===== src/rtl/t1_run_controller.sv =====
// t1_run_controller: clocked run sequencer for the T1 emulation top.
// Holds all reset domains, releases them one by one with a fixed stagger,
// generates the init window, runs a commit-interval watchdog and qualifies
// the DPI finish request against per-domain idle before signalling done.
// Optional trace window (dump_start/dump_end/dump_active, error_code 3) is
// compiled in when the macro T1_TRACE_WINDOW_EN is defined.
module t1_run_controller #(
   parameter int unsigned NUM_DOMAINS        = 2,
   parameter int unsigned RESET_HOLD_CYCLES  = 5,
   parameter int unsigned STAGGER_CYCLES     = 2,
   parameter int unsigned INIT_CYCLES        = 1,
   parameter int unsigned WATCHDOG_WIDTH     = 32,
   parameter int unsigned CYCLE_WIDTH        = 64,
   parameter int unsigned IDLE_STABLE_CYCLES = 4
) (
   input  logic                      clock,
   input  logic                      reset,
   input  logic                      commit_valid,
   input  logic                      finish_req,
   input  logic [NUM_DOMAINS-1:0]    idle,
   input  logic [WATCHDOG_WIDTH-1:0] wdg_limit,
`ifdef T1_TRACE_WINDOW_EN
   input  logic [CYCLE_WIDTH-1:0]    dump_start,
   input  logic [CYCLE_WIDTH-1:0]    dump_end,
   output logic                      dump_active,
`endif
   output logic [NUM_DOMAINS-1:0]    domain_reset,
   output logic                      init_flag,
   output logic [CYCLE_WIDTH-1:0]    cycle,
   output logic [2:0]                state,
   output logic                      done,
   output logic                      timeout,
   output logic [7:0]                error_code
);

   localparam int unsigned HOLD_EFF = (RESET_HOLD_CYCLES == 0) ? 1 : RESET_HOLD_CYCLES;
   localparam int unsigned IDLE_EFF = (IDLE_STABLE_CYCLES == 0) ? 1 : IDLE_STABLE_CYCLES;
   localparam int unsigned LAST_REL = (NUM_DOMAINS - 1) * STAGGER_CYCLES;

   typedef enum logic [2:0] {
      S_HOLD    = 3'd0,
      S_RELEASE = 3'd1,
      S_RUN     = 3'd2,
      S_DRAIN   = 3'd3,
      S_DONE    = 3'd4,
      S_FAULT   = 3'd5
   } state_t;

   state_t                    st, st_nxt;
   logic [31:0]               hold_cnt;
   logic [31:0]               rel_cnt;
   logic [31:0]               idle_cnt;
   logic [WATCHDOG_WIDTH-1:0] wdg_cnt;

   logic                      active;
   logic                      watching;
   logic [CYCLE_WIDTH-1:0]    cycle_nxt;
   logic                      hold_done;
   logic                      rel_step;
   logic [31:0]               rel_elapsed;
   logic                      rel_last;
   logic                      wdg_fire;
   logic                      idle_done;
   logic                      trace_end;

   // Shared qualifiers for the FSM and the datapath
   always_comb begin
      active      = (st == S_HOLD) || (st == S_RELEASE) || (st == S_RUN) || (st == S_DRAIN);
      watching    = (st == S_RUN) || (st == S_DRAIN);
      cycle_nxt   = (active && (cycle != '1)) ? cycle + CYCLE_WIDTH'(1) : cycle;
      hold_done   = (st == S_HOLD) && (hold_cnt == HOLD_EFF - 1);
      // Elapsed counts from the RELEASE entry edge (0 on that edge itself),
      // so domain 0 and, with no stagger, every domain drop on the entry edge.
      rel_step    = hold_done || (st == S_RELEASE);
      rel_elapsed = (st == S_RELEASE) ? rel_cnt + 32'd1 : 32'd0;
      rel_last    = rel_step && (rel_elapsed >= LAST_REL);
      wdg_fire    = watching && (wdg_limit != '0) && !commit_valid &&
                    (({1'b0, wdg_cnt} + {{WATCHDOG_WIDTH{1'b0}}, 1'b1}) == {1'b0, wdg_limit});
      idle_done   = (st == S_DRAIN) && (&idle) && (idle_cnt + 32'd1 >= IDLE_EFF);
`ifdef T1_TRACE_WINDOW_EN
      trace_end   = watching && (dump_end != '0) && (cycle_nxt == dump_end);
`else
      trace_end   = 1'b0;
`endif
   end

   // State register
   always_ff @(posedge clock) begin
      if (!reset) st <= S_HOLD;
      else        st <= st_nxt;
   end

   // Next-state logic; watchdog outranks trace end, which outranks finish/idle
   always_comb begin
      st_nxt = st;
      case (st)
         S_HOLD:    if (hold_done) st_nxt = rel_last ? S_RUN : S_RELEASE;
         S_RELEASE: if (rel_last) st_nxt = S_RUN;
         S_RUN: begin
            if (wdg_fire || trace_end) st_nxt = S_FAULT;
            else if (finish_req)       st_nxt = S_DRAIN;
         end
         S_DRAIN: begin
            if (wdg_fire || trace_end) st_nxt = S_FAULT;
            else if (idle_done)        st_nxt = S_DONE;
         end
         S_DONE:    st_nxt = S_DONE;
         S_FAULT:   st_nxt = S_FAULT;
         default:   st_nxt = S_HOLD;
      endcase
   end

   // Counters, domain resets, init window and fault code
   always_ff @(posedge clock) begin
      if (!reset) begin
         cycle        <= '0;
         init_flag    <= 1'b1;
         domain_reset <= '1;
         hold_cnt     <= '0;
         rel_cnt      <= '0;
         idle_cnt     <= '0;
         wdg_cnt      <= '0;
         error_code   <= '0;
`ifdef T1_TRACE_WINDOW_EN
         dump_active  <= 1'b0;
`endif
      end else begin
         cycle <= cycle_nxt;
         if (cycle_nxt >= CYCLE_WIDTH'(INIT_CYCLES)) init_flag <= 1'b0;
         if ((st == S_HOLD) && !hold_done) hold_cnt <= hold_cnt + 32'd1;
         if (st == S_RELEASE) rel_cnt <= rel_cnt + 32'd1;
         if (rel_step) begin
            for (int unsigned i = 0; i < NUM_DOMAINS; i++) begin
               if (rel_elapsed >= i * STAGGER_CYCLES) domain_reset[i] <= 1'b0;
            end
         end
         if ((st_nxt == S_RUN) && (st != S_RUN)) wdg_cnt <= '0;
         else if (watching) begin
            if (commit_valid)       wdg_cnt <= '0;
            else if (wdg_cnt != '1) wdg_cnt <= wdg_cnt + WATCHDOG_WIDTH'(1);
         end
         if ((st == S_DRAIN) && (&idle)) idle_cnt <= idle_cnt + 32'd1;
         else                            idle_cnt <= '0;
         if ((st_nxt == S_FAULT) && (st != S_FAULT)) begin
            if (wdg_fire) error_code <= (st == S_RUN) ? 8'd1 : 8'd2;
            else          error_code <= 8'd3;
         end
`ifdef T1_TRACE_WINDOW_EN
         dump_active <= (cycle_nxt >= dump_start) && ((dump_end == '0) || (cycle_nxt < dump_end));
`endif
      end
   end

   // Status outputs decoded from the FSM state and the latched fault code
   always_comb begin
      state   = st;
      done    = (st == S_DONE);
      timeout = (st == S_FAULT) && (error_code != 8'd3);
   end

endmodule


===== config.mk =====
export PLATFORM = sky130hd
export DESIGN_NAME = t1_run_controller
export DESIGN_NICKNAME = d
export VERILOG_FILES = /design/src/rtl/t1_run_controller.sv
export SDC_FILE = /design/constraint.sdc
export NUM_CORES = 1
export LEC_CHECK = 0
export ABC_AREA = 0
export CAP_MARGIN = 30
export CORE_MARGIN = 1
export CORE_UTILIZATION = 59
export DETAILED_ROUTE_END_ITERATION = 8
export PLACE_DENSITY_LB_ADDON = 0.1
export SLEW_MARGIN = 20
export SYNTH_ARGS = -nofsm -noshare
export SYNTH_HDL_FRONTEND = slang
export SYNTH_SLANG_ARGS = --single-unit

===== constraint.sdc =====
create_clock -name clock -period 4.05 [get_ports clock]
set_input_delay 1.0125 -clock clock [delete_from_list [all_inputs] [get_ports clock]]
set_output_delay 1.0125 -clock clock [all_outputs]
set_load 0.02 [all_outputs]

# Yosys cells after proc, flatten, opt, wreduce, memory -nomap -nowiden
# Cells that the tools add are included.
[word_totals]
wordCells = 77
inputBits = 38
out_inout_bits = 80
ff_bits = 206
[classes]
mux = 14
n_addsub = 6
n_reduce_logical = 28
n_lt_le_gt_ge = 4
n_eq_ne = 14
n_bitwise = 1
[ops]
columns = ["op", "count"]
rows = [
  ["adder 32 x 1 -> 32 bit, second input constant", 4],
  ["two-way mux 32 bit", 3],
  ["adder 64 x 1 -> 64 bit, second input constant", 1],
  [">= comparator 64 x 1 -> 1 bit, second input constant", 1],
  ["two-way mux 64 bit", 1],
  ["inequality test 64 bit, second input constant", 1],
  ["adder 32 x 1 -> 33 bit, second input constant", 1],
  ["== test 33 x 32 -> 1 bit", 1],
  ["== test 32 x 3 -> 1 bit, second input constant", 1],
  [">= comparator 32 x 1 -> 1 bit, second input constant", 1],
  [">= comparator 32 x 2 -> 1 bit, second input constant", 1],
  [">= comparator 32 x 3 -> 1 bit, second input constant", 1],
  ["inequality test 32 bit, second input constant", 1],
  ["nonzero test 32 bit", 1],
  ["two-way mux 3 bit", 6],
  ["one-hot mux 3 bit (6 select lines)", 1],
  ["logical AND 1 bit", 12],
  ["AND reduction 2 bit", 5],
  ["== test 3 x 2 -> 1 bit, second input constant", 3],
  ["== test 3 bit, second input constant", 3],
  ["inequality test 8 x 2 -> 1 bit, second input constant", 1],
  ["two-way mux 2 bit", 3],
  ["logical OR 1 bit", 5],
  ["== test 3 x 1 -> 1 bit, second input constant", 1],
  ["other kinds (7)", 8],
]

# Depth between registers and ports, before layout
[logic_depth]
word_depth = 10
depth_mapped = 13
depth_no_buf = 11

# Worst setup path after synthesis
# Ideal clock, no wire load.
[synth_path]
path_kind = "register -> register"
from = "register cycle[1]"
to = "register init_flag"
stages_incl_launch_ff = 13
setup_time_ps = 60
setup_slack_ps = 1011
period_less_slack_ps = 3039
path_buffers = 2
arrival_time_ps = 2979
path_cell_list = "dfxtp_1 -> ha_1 -> clkbuf_1 -> nand3_1 -> nor4_4 -> nand3_1 -> o31a_1 -> buf_6 -> a311oi_2 -> o22ai_1 -> nor4_1 -> and4_1 -> a41o_1"
[synth_via]
elab_chain_len = 4
elab_cells_between_ends = 5
[synth_lines]
columns = ["item", "line_no", "text"]
rows = [
  ["start: declaration", "29", "output logic [CYCLE_WIDTH-1:0] cycle,"],
  ["start signal: assignment", "128", "cycle <= cycle_nxt;"],
  ["parallel branches: the longest is 2 deep, another holds adder 64 x 1 -> 64 bit", "n/a", ""],
  ["two-way mux 64 bit *", "70", "cycle_nxt = (active && (cycle != '1)) ? cycle + CYCLE_WIDTH'(1) : cycle;"],
  [">= comparator 64 x 1 -> 1 bit *", "129", "if (cycle_nxt >= CYCLE_WIDTH'(INIT_CYCLES)) init_flag <= 1'b0;"],
  ["end signal: assignment", "117", "init_flag <= 1'b1;"],
  ["end signal: assignment", "129", ""],
  ["end: declaration", "28", "output logic init_flag,"],
]
# Every way passes the cells marked *.
# A chain may end at the register's enable or synchronous reset.

# Worst setup path after layout
[layout_path]
from = "register cycle[0]"
to = "register init_flag"
# The elaborated chain is that of the path after synthesis.

==> reports/metrics.yaml <==
cts_post_setup_buffers_inserted: 0
netlist_area_sq_mm: 0.01246
n_fill_cell: 1753
fin_util: 0.6946
nets: 1700
min_period_ns: 3.525
design_area_sq_mm: 0.01423
skew_ns: 0.01559
detail_route.wl_per_cell_um: 15.96
crit_type: "register to register"
period_share: 0.8705
clock_latency_ns: 0.44
cp-end-kind: "register"
clock-sinks: 200
core_region_area_sq_mm: 0.02049
vias: 11650
synth_cells: 1596
drive_gt1_frac: 0.07023
holdPathEnd: "domain_reset[0]"
stdcell_count: 1936
seq_area_frac_synth: 0.3212
ys_warn_count: 0
synth_seq_cells: 200
relSlewSlack: 0.4232
gp_congestion: 0.9187
initial_core_util: 0.6082
worst-slew-pin-transition_ns: 0.8652
cp-start-kind: "register"
grtUsageTotal: 0.2874
outcome: "completed"
r2r-start: "cycle[0]"
finalSetupTns_ns: 0
die_width_um: 147.4
drv_slew: 0
postSynthAreaPerCell_sq_um: 7.810
p_leak_nw: 4.674
antenna_found_initial: 0
holdPathStages: 2
io_buffers: 111
drt_wl_total_mm: 30.89
r2r-end: "init_flag"
ctsHoldBuffers: 0
grt_pass1_vias: 10690
cts_tree: "yes"
min-delay-start: "domain_reset[0]"
peakVddDrop_v: 0.0002695
die_h_um: 147.4
synthArstFlopShare: 0
overflow: 0
drt_iter0_drc: 844
dieArea_sq_mm: 0.02171
synth_edf_count: 0
yosysMostFrequentCell: "nor2_1"
setup_ws_ns: 0.5247
path_max_fanout: 14
rrSetupSlack_ns: 0.52
grt_max_degree: 84
finalSetupViolCount: 0
remaining_drc_errors: 0
finalHoldViolations: 0
htree_num_levels: 4
yosys-top-cells-count: "nor2_1 (216), dfxtp_1 (200), xnor2_1 (116)"
antenna_cells: 0
ys_types: 79
synth_ff_type: "dfxtp_1"
yosysTopAreaCell: "dfxtp_1"
vias_per_cell: 6.020
crit_arrival_ns: 3.90
cts_root_buf: "clkbuf_16"
clk_pin_slew_worst_paths_ns: 0.07
synth_top_cell_area_share: 0.3212
cts_inserted_buffers: 17
p_per_area_mw_per_mm2: 278.1
hpwlAfterDp_mm: 22.19
required_ns: 4.42
post-place-ws_ns: 0.1744
first_pass_iters: 5
rsz0062_at_grt: "false"
hp-class: "register to register"
rows: 52
fmax_mhz: 283.7
antenna_left: 0
cts_resized: 0
maxCapViolCount: 0
yosys-top-cells-area: "dfxtp_1 (32%), xnor2_1 (8.2%), xor2_1 (7.1%), nor2_1 (6.5%), nand4_1 (3.9%)"
grt_first_pass_wirelength_mm: 51.61
cts.path.max_buffers: 2
dp_cells: 1906
area_growth_pct: 14.20
placed_cell_area_sq_mm: 0.01367
rr_worst_depth: 11
design.portCount: 118
==> cell type report <==
| cell class | count | area, sq um | share of cell area |
|---|---|---|---|
| multi-input cells | 1274 | 7925 | 0.5567 |
| flip-flops and latches | 200 | 4004 | 0.2813 |
| repair buffers | 135 | 1299 | 0.09124 |
| clock buffers | 20 | 446.7 | 0.03138 |
| well taps | 270 | 337.8 | 0.02373 |
| clock inverters | 10 | 120.1 | 0.008438 |
| inverters | 27 | 102.6 | 0.007207 |
==> registers in the layout (all words and copies together) (netlist names) <==
register and count:
idle_cnt 32, init_flag 1, cycle 64, rel_cnt 32
domain_reset 2, state 3, error_code 2, wdg_cnt 32
hold_cnt 32
==> placed cells by master, fill, tap and decap left out, types with 6 or more instances in the layout <==
cell type and instances:
a211oi_1 9, a21o_1 8, a21oi_1 54, a21oi_2 28, a31oi_1 12, and2_1 30, and3_1 36, and4_1 15
buf_4 23, clkbuf_16 17, clkdlybuf4s50_1 111, conb_1 6, dfxtp_1 200, ha_1 7, inv_1 26, mux2i_1 16
nand2_1 113, nand2b_1 6, nand3_1 94, nand3b_1 13, nand4_1 77, nor2_1 216, nor3_1 61, nor4_1 36
o21ai_0 58, o31ai_1 6, or2_2 7, or3_1 48, or4_1 8, xnor2_1 116, xor2_1 101
==> metal layers <==
layer,global-route usage,routed length (um),up-vias
li1,-,-,5776
met1,0.3918,14160,5510
met2,0.4677,14480,336
met3,0.04534,1738,32
met4,0.08299,515,0
met5,0,0,-
==> critical path, cell delays in order (launching register included) <==
cell     delay (ns)
dfxtp_1        0.50
ha_1           0.23
nand3_1        0.20
nor4_4         0.45
nand3_1        0.20
o31a_1         0.53
buf_4          0.27
nand4_1        0.11
xnor2_1        0.09
nor4_1         0.48
and4_1         0.27
a41o_1         0.14
==> metrics by stage <==
stage,hold WS (ns),total power [mW]
3_3_place_gp,0.4286,2.322
3_5_place_dp,0.4559,2.329
4_1_cts,0.4661,3.998
2_1_floorplan,0.4522,2.220
5_1_grt,0.5008,4.119
6_report,0.4575,3.959
==> cell families after synthesis <==
kind of cell | synth area share
AO/OA/AOI/OAI | 0.1237
XOR/XNOR | 0.1525
buffers and inverters | 0.04658
other | 0.0003009
multiplexers | 0.01285
adder cells (fa/ha/maj) | 0.007026
AND/OR/NAND/NOR | 0.3359
flip-flops | 0.3212
==> power breakdown <==
group          total [mW]  switching (mW)  internal (mW)  leakage, nW
Combinational       0.269           0.150          0.119         2.80
Sequential           2.02          0.0297           1.99         1.61
Clock                1.67           0.752          0.923        0.261
Total                3.96           0.931           3.03         4.67
==> worst max-delay path by stage <==
stage	start	end	slack [ns]	depth (start not counted)
finish	cycle[0]	init_flag	0.52	11
global route	wdg_cnt[0]	error_code[1]	0.26	9
CTS	wdg_limit[3]	error_code[1]	0.61	10
detailed placement	wdg_limit[3]	error_code[1]	0.17	10
global placement	wdg_limit[3]	error_code[1]	0.23	10
floorplan	cycle[1]	init_flag	1.01	12
(Power assumes the default switching activity.)
